File: src/rtl/control_decoder_pipe.sv
// control_decoder_pipe
//   Registered ID-stage control decoder for the rv32im_zbb core. It decodes
//   RV32I, M and optionally Zbb words into the ID/EX control set. The result
//   is held in a one-entry register with a valid/ready handshake, a flush,
//   and an issue lock that covers the multi-cycle M unit.
//
//   Build option: define ZBB_DECODE_EN to decode Zbb. When it is not defined,
//   Zbb encodings decode as illegal and zbb_op_o is always 0.
//
// Parameters
//   MUL_LATENCY  cycles the EX multiplier is occupied per MUL* op (>=1)
//   DIV_LATENCY  cycles the EX divider is occupied per DIV/REM op (>=1)
//
// Ports
//   clk, reset        clock and synchronous active-high reset
//   instr_i           instruction word from IF/ID
//   in_valid_i        instr_i is valid
//   in_ready_o        decoder accepts instr_i this cycle
//   flush_i           kill the held entry and abort any M-unit lock
//   ex_ready_i        EX consumes the held entry this cycle
//   out_valid_o       the control outputs are valid
//   mem_to_reg_o .. rs2_in_use_o, data_mem_we_o, alu_2bit_op_o
//                     decoded control signals (all zero while !out_valid_o)
//   md_op_o           the entry is an M-extension op
//   zbb_op_o          the entry is a Zbb op
//   illegal_o         the entry is an unsupported encoding
//   busy_o            the M-unit lock is active
module control_decoder_pipe #(
  parameter int MUL_LATENCY = 2,
  parameter int DIV_LATENCY = 34
) (
  input  logic        clk,
  input  logic        reset,
  input  logic [31:0] instr_i,
  input  logic        in_valid_i,
  output logic        in_ready_o,
  input  logic        flush_i,
  input  logic        ex_ready_i,
  output logic        out_valid_o,
  output logic        mem_to_reg_o,
  output logic        rd_we_o,
  output logic        alu_src_b_o,
  output logic        branch_o,
  output logic        pc_operand_o,
  output logic        rs1_in_use_o,
  output logic        rs2_in_use_o,
  output logic [1:0]  data_mem_we_o,
  output logic [1:0]  alu_2bit_op_o,
  output logic        md_op_o,
  output logic        zbb_op_o,
  output logic        illegal_o,
  output logic        busy_o
);

`ifdef ZBB_DECODE_EN
  localparam bit ZBB_EN = 1'b1;
`else
  localparam bit ZBB_EN = 1'b0;
`endif

  localparam int MAX_LAT = (DIV_LATENCY > MUL_LATENCY) ? DIV_LATENCY : MUL_LATENCY;
  localparam int CW      = $clog2(MAX_LAT + 1);
  localparam logic [CW-1:0] MUL_LM1 = CW'(MUL_LATENCY - 1);
  localparam logic [CW-1:0] DIV_LM1 = CW'(DIV_LATENCY - 1);
  localparam bit MUL_LOCKS = (MUL_LATENCY > 1);
  localparam bit DIV_LOCKS = (DIV_LATENCY > 1);

  localparam logic [6:0] OP_LUI   = 7'b0110111;
  localparam logic [6:0] OP_AUIPC = 7'b0010111;
  localparam logic [6:0] OP_JAL   = 7'b1101111;
  localparam logic [6:0] OP_JALR  = 7'b1100111;
  localparam logic [6:0] OP_BR    = 7'b1100011;
  localparam logic [6:0] OP_LD    = 7'b0000011;
  localparam logic [6:0] OP_ST    = 7'b0100011;
  localparam logic [6:0] OP_IMM   = 7'b0010011;
  localparam logic [6:0] OP_REG   = 7'b0110011;

  typedef struct packed {
    logic       mem_to_reg;
    logic       rd_we;
    logic       alu_src_b;
    logic       branch;
    logic       pc_operand;
    logic       rs1_in_use;
    logic       rs2_in_use;
    logic [1:0] data_mem_we;
    logic [1:0] alu_2bit_op;
    logic       md_op;
    logic       zbb_op;
    logic       illegal;
    logic       lock;   // M op whose unit latency exceeds one cycle
    logic       div;    // funct3[2]: selects DIV_LATENCY over MUL_LATENCY
  } ctrl_t;

  typedef enum logic [1:0] {S_IDLE, S_VALID, S_LOCK} state_e;

  state_e          state_q, state_d;
  logic [CW-1:0]   cnt_q, cnt_d;
  ctrl_t           ctrl_q, ctrl_d, dec;
  logic            accept;

  logic [6:0] opc, f7;
  logic [2:0] f3;
  logic [4:0] rs2;
  logic       zbb_r, zbb_i, shift_i_ok, r_base_ok;
  logic       unused_fields;

  assign opc = instr_i[6:0];
  assign f3  = instr_i[14:12];
  assign f7  = instr_i[31:25];
  assign rs2 = instr_i[24:20];
  assign unused_fields = ^{instr_i[19:15], instr_i[11:7]};

  // Zbb encodings; these only matter when RV32I/M has already rejected the word.
  assign zbb_r = ZBB_EN && (
      (f7 == 7'b0100000 && (f3 == 3'b111 || f3 == 3'b110 || f3 == 3'b100)) ||
      (f7 == 7'b0000101 && f3[2]) ||
      (f7 == 7'b0110000 && (f3 == 3'b001 || f3 == 3'b101)) ||
      (f7 == 7'b0000100 && f3 == 3'b100 && rs2 == 5'd0));
  assign zbb_i = ZBB_EN && (
      (f7 == 7'b0110000 && f3 == 3'b001 &&
       (rs2 == 5'd0 || rs2 == 5'd1 || rs2 == 5'd2 || rs2 == 5'd4 || rs2 == 5'd5)) ||
      (f7 == 7'b0110000 && f3 == 3'b101) ||
      (f7 == 7'b0010100 && f3 == 3'b101 && rs2 == 5'd7) ||
      (f7 == 7'b0110100 && f3 == 3'b101 && rs2 == 5'd24));

  // Shift immediates carry funct7 in the upper immediate bits.
  assign shift_i_ok = (f3 == 3'b001) ? (f7 == 7'b0000000) :
                      (f3 == 3'b101) ? (f7 == 7'b0000000 || f7 == 7'b0100000) : 1'b1;
  assign r_base_ok  = (f7 == 7'b0000000) ||
                      (f7 == 7'b0100000 && (f3 == 3'b000 || f3 == 3'b101));

  always_comb begin
    dec = '0;
    unique case (opc)
      OP_LUI:   begin dec.rd_we = 1'b1; dec.alu_src_b = 1'b1; end
      OP_AUIPC: begin dec.rd_we = 1'b1; dec.alu_src_b = 1'b1; dec.pc_operand = 1'b1; end
      OP_JAL: begin
        dec.rd_we = 1'b1; dec.branch = 1'b1; dec.pc_operand = 1'b1; dec.alu_src_b = 1'b1;
      end
      OP_JALR: begin
        dec.rd_we = 1'b1; dec.branch = 1'b1; dec.alu_src_b = 1'b1; dec.rs1_in_use = 1'b1;
      end
      OP_BR: begin
        dec.branch = 1'b1; dec.alu_2bit_op = 2'b01;
        dec.rs1_in_use = 1'b1; dec.rs2_in_use = 1'b1;
      end
      OP_LD: begin
        dec.mem_to_reg = 1'b1; dec.rd_we = 1'b1; dec.alu_src_b = 1'b1; dec.rs1_in_use = 1'b1;
      end
      OP_ST: begin
        dec.alu_src_b = 1'b1; dec.rs1_in_use = 1'b1; dec.rs2_in_use = 1'b1;
        unique case (f3)
          3'b000:  dec.data_mem_we = 2'b01;
          3'b001:  dec.data_mem_we = 2'b10;
          3'b010:  dec.data_mem_we = 2'b11;
          default: dec.illegal = 1'b1;
        endcase
      end
      OP_IMM: begin
        dec.rd_we = 1'b1; dec.alu_src_b = 1'b1; dec.alu_2bit_op = 2'b11; dec.rs1_in_use = 1'b1;
        if (!shift_i_ok) begin
          if (zbb_i) dec.zbb_op = 1'b1;
          else       dec.illegal = 1'b1;
        end
      end
      OP_REG: begin
        dec.rd_we = 1'b1; dec.alu_2bit_op = 2'b10;
        dec.rs1_in_use = 1'b1; dec.rs2_in_use = 1'b1;
        if (f7 == 7'b0000001) begin
          dec.md_op = 1'b1;
          dec.div   = f3[2];
          dec.lock  = f3[2] ? DIV_LOCKS : MUL_LOCKS;
        end else if (!r_base_ok) begin
          if (zbb_r) dec.zbb_op = 1'b1;
          else       dec.illegal = 1'b1;
        end
      end
      default: dec.illegal = 1'b1;
    endcase
    // Illegal entries carry no side effects downstream; only the flag survives.
    if (dec.illegal) begin
      dec = '0;
      dec.illegal = 1'b1;
    end
  end

  assign out_valid_o = (state_q == S_VALID);
  assign busy_o      = (state_q == S_LOCK);
  // A held locking M op cannot share its consume cycle with a new accept:
  // the entry register is needed empty for the whole lock window.
  assign in_ready_o  = !busy_o && (!out_valid_o || (ex_ready_i && !ctrl_q.lock));
  assign accept      = in_valid_i && in_ready_o && !flush_i;

  always_comb begin
    state_d = state_q;
    cnt_d   = cnt_q;
    ctrl_d  = ctrl_q;
    if (flush_i) begin
      state_d = S_IDLE;
      cnt_d   = '0;
    end else begin
      unique case (state_q)
        S_IDLE: if (accept) state_d = S_VALID;
        S_VALID: begin
          if (ex_ready_i) begin
            if (ctrl_q.lock) begin
              state_d = S_LOCK;
              cnt_d   = ctrl_q.div ? DIV_LM1 : MUL_LM1;
            end else if (accept) begin
              state_d = S_VALID;
            end else begin
              state_d = S_IDLE;
            end
          end
        end
        S_LOCK: begin
          if (cnt_q <= CW'(1)) begin
            state_d = S_IDLE;
            cnt_d   = '0;
          end else begin
            cnt_d = cnt_q - CW'(1);
          end
        end
        default: state_d = S_IDLE;
      endcase
    end
    // Keep controls zero whenever no valid entry is held.
    if (accept)                  ctrl_d = dec;
    else if (state_d != S_VALID) ctrl_d = '0;
  end

  always_ff @(posedge clk) begin
    if (reset) begin
      state_q <= S_IDLE;
      cnt_q   <= '0;
      ctrl_q  <= '0;
    end else begin
      state_q <= state_d;
      cnt_q   <= cnt_d;
      ctrl_q  <= ctrl_d;
    end
  end

  assign mem_to_reg_o  = ctrl_q.mem_to_reg;
  assign rd_we_o       = ctrl_q.rd_we;
  assign alu_src_b_o   = ctrl_q.alu_src_b;
  assign branch_o      = ctrl_q.branch;
  assign pc_operand_o  = ctrl_q.pc_operand;
  assign rs1_in_use_o  = ctrl_q.rs1_in_use;
  assign rs2_in_use_o  = ctrl_q.rs2_in_use;
  assign data_mem_we_o = ctrl_q.data_mem_we;
  assign alu_2bit_op_o = ctrl_q.alu_2bit_op;
  assign md_op_o       = ctrl_q.md_op;
  assign zbb_op_o      = ctrl_q.zbb_op;
  assign illegal_o     = ctrl_q.illegal;

endmodule

File: config.mk
export PLATFORM = sky130hd
export DESIGN_NAME = control_decoder_pipe
export DESIGN_NICKNAME = d
export VERILOG_FILES = /design/src/rtl/control_decoder_pipe.sv
export SDC_FILE = /design/constraint.sdc
export NUM_CORES = 1
export LEC_CHECK = 0
export CAP_MARGIN = 15
export CORE_AREA = 10 10 67 69
export DETAILED_ROUTE_END_ITERATION = 8
export DIE_AREA = 0 0 77 79
export PLACE_DENSITY = 0.76
export SLEW_MARGIN = 20
export SYNTH_ARGS = -nofsm -noshare
export SYNTH_HDL_FRONTEND = slang
export SYNTH_SLANG_ARGS = --single-unit
export TNS_END_PERCENT = 50
File: constraint.sdc
create_clock -name clk -period 2.65 [get_ports clk]
set_input_delay 0.53 -clock clk [delete_from_list [all_inputs] [get_ports clk]]
set_output_delay 0.53 -clock clk [all_outputs]
set_load 0.005 [all_outputs]
==> metrics.txt, run 1 <==
outcome finished, final reports clean; hold path endpoint ctrl_q[0]; Mapped Area 1280 um2; DRT antenna net count 0; initial antenna violation count 0; nets@finish 252; RePlAce Congestion 0.853; Hold Fails Final Rpt 0; post-layout min period 2390 ps; LEAKAGE 0.687 nW; largest buffer count on any clock path 2; Avg Cell Area, Syn 7.81 um2; HP Start ctrl_q[0]; Tot GR Track Use 11.2%; DRT Pass-1 Iters 4; layout cells sized above 1 13.2%; Synthesis Warnings 0; mean number of vias per cell 5.24; worst hold path depth 2; WHS 463 ps; fmax 419 MHz; WL/cell 13.2 um; gr ovfl total 0; CTS H-Tree Depth 1; Hold WC Path Type flip-flop to flip-flop; row count 21; worst skew pair latency 300 ps; Final Util 56.1%; die area 6080 um2; total power 0.623 mW; pin count of the biggest net entering global routing 13; Residual DRC 0; initial core utilization 39.6%; post-CTS sizing 0; Seq cells post-synth 22; Async SR Flop Fraction 0%; critical path launch point type input port; setup TNS 0 ps; iteration-0 DRC count of the detailed router 68; max-cap violations 0; Area after DPL 1780 um2; fin. max-slew vios 0; pwr dens 344 nW/um2; Clock Skew 5.85 ps; setup slack after layout 263 ps; hold_buf cts 0; register area share after synthesis 34.4%; Crit. End Element output pin; Worst-path clk slew 120 ps; final std cells w/o fill 258; Post-synth EDFFs 0; post-route cell area 1810 um2; CP max FO 5; setup repair after global routing missed its margin false; clk sinks 22; chip height 79 um; critical path arrival 1860 ps; Mapped Nets 203; CTS tree built; io pins 54; die extent in x 77 um; Worst R2R End branch_o; dpl hpwl 2710 um; synth unique cells 45; FF-to-FF path depth 7; number of buffers created by CTS 3; vias after detailed routing 1353; critical path class input port to output pin; final WL 3390 um; R2R Path Start state_q[1]; Post-Place Worst Slack 2.00 ps; PortBufs 37; number of diodes 0; synth-to-layout area growth 41.4%; root buf cell clkbuf_4; first-pass GRT wire length 5950 um; Placed Instances 254; Core ar. 3230 um2; Setup Fix Bufs, Post-CTS 0; Tcrit/Tclk final 90.1%; ys flop type dfxtp_1; vias in the first global route 1370; Mapped Cells 164; setup violators final 0; critical path data required time 2120 ps; Filler cells 330; Max VDD drop 0.000237 V; R2R Setup Slk 840 ps
logic make-up after synthesis:
group	synth area share, %
AO/OA/AOI/OAI	27.6
XOR/XNOR	1.37
adder cells (fa/ha/maj)	1.95
buffers and inverters	9.77
flip-flops	34.4
other	0.293
AND/OR/NAND/NOR	24.6
cell type report:
type,instances,area [um2],area share [%]
sequential,22,440,24.3
timing repair buffer,57,520,28.7
tap,46,57.6,3.18
multi-input combinational,118,716,39.5
clock buffer,4,36.3,2.00
inverter,11,41.3,2.28
synthesized netlist by cell type, types with 2 or more instances:
library cell | n | share of area [%]
o31ai_1 | 2 | 1.2
nor4_1 | 2 | 0.98
o21ai_0 | 8 | 3.1
nand2b_1 | 5 | 2.4
a21oi_1 | 14 | 5.5
nor3_1 | 9 | 3.5
or3_1 | 2 | 0.98
buf_6 | 2 | 1.8
nand2_1 | 11 | 3.2
dfxtp_1 | 22 | 34
inv_1 | 11 | 3.2
nor2_1 | 22 | 6.4
ha_1 | 2 | 2.0
a22o_1 | 5 | 3.4
a32o_1 | 6 | 4.7
nand4_1 | 2 | 0.98
clkbuf_1 | 5 | 1.5
buf_4 | 5 | 2.9
nand3_1 | 3 | 1.2
worst max path at each step:
stage | startpoint | end | slack (ps) | depth (start not counted)
CTS | ex_ready_i | in_ready_o | 260 | 4
floorplan | instr_i[2] | data_mem_we_o[0] | 390 | 8
detailed placement | instr_i[2] | data_mem_we_o[0] | 2 | 7
finish | ex_ready_i | in_ready_o | 260 | 4
global route | instr_i[28] | branch_o | 80 | 7
global placement | instr_i[28] | branch_o | 10 | 7
state kept, by name (all words and copies together), names as in the netlist:
| name | cells |
|---|---|
| rd_we_o | 1 |
| rs1_in_use_o | 1 |
| data_mem_we_o | 2 |
| rs2_in_use_o | 1 |
| pc_operand_o | 1 |
| ctrl_q | 1 |
| alu_src_b_o | 1 |
| mem_to_reg_o | 1 |
| branch_o | 1 |
| state_q | 2 |
| illegal_o | 1 |
| alu_2bit_op_o | 2 |
| cnt_q | 6 |
| md_op_o | 1 |
placed cells by master (no fill, tap or decap), types with 2 or more instances in the layout:
| master | count |
|---|---|
| clkbuf_4 | 3 |
| a32o_1 | 6 |
| nand3_1 | 3 |
| nor3_1 | 9 |
| a22o_1 | 5 |
| clkdlybuf4s50_1 | 37 |
| inv_1 | 11 |
| nand4_1 | 2 |
| nand2_1 | 11 |
| o21ai_0 | 8 |
| nand2b_1 | 5 |
| ha_1 | 2 |
| nor4_1 | 2 |
| buf_4 | 20 |
| o31ai_1 | 2 |
| a21oi_1 | 14 |
| nor2_1 | 22 |
| dfxtp_1 | 22 |
| or3_1 | 2 |
where the power goes:
part | switching, mW | leakage [nW] | total (mW) | internal, mW
Sequential | 0.00107 | 0.177 | 0.333 | 0.332
Clock | 0.100 | 0.0210 | 0.184 | 0.0838
Combinational | 0.0465 | 0.489 | 0.105 | 0.0588
worst max-delay path: stages:
cell and delay [ps]:
clkdlybuf4s50_1 550, nand2b_1 110, a21oi_1 150, clkdlybuf4s50_1 510
routing by layer:
layer	GRT usage (%)	share of wire [%]	vias up
met1	12.6	43	621
li1	-	-	692
met2	20.0	50	38
met5	0	0	-
met3	4.73	7.1	2
met4	1.46	0.24	0
No activity file was read; power rests on OpenSTA's default activity.
==> run 2, diff against run 1 <==
Settings changed: SKIP_CTS_REPAIR_TIMING set to 1.
==> results of run 2 <==
No change in the layout: final DEF, timing and power equal those of run 1.
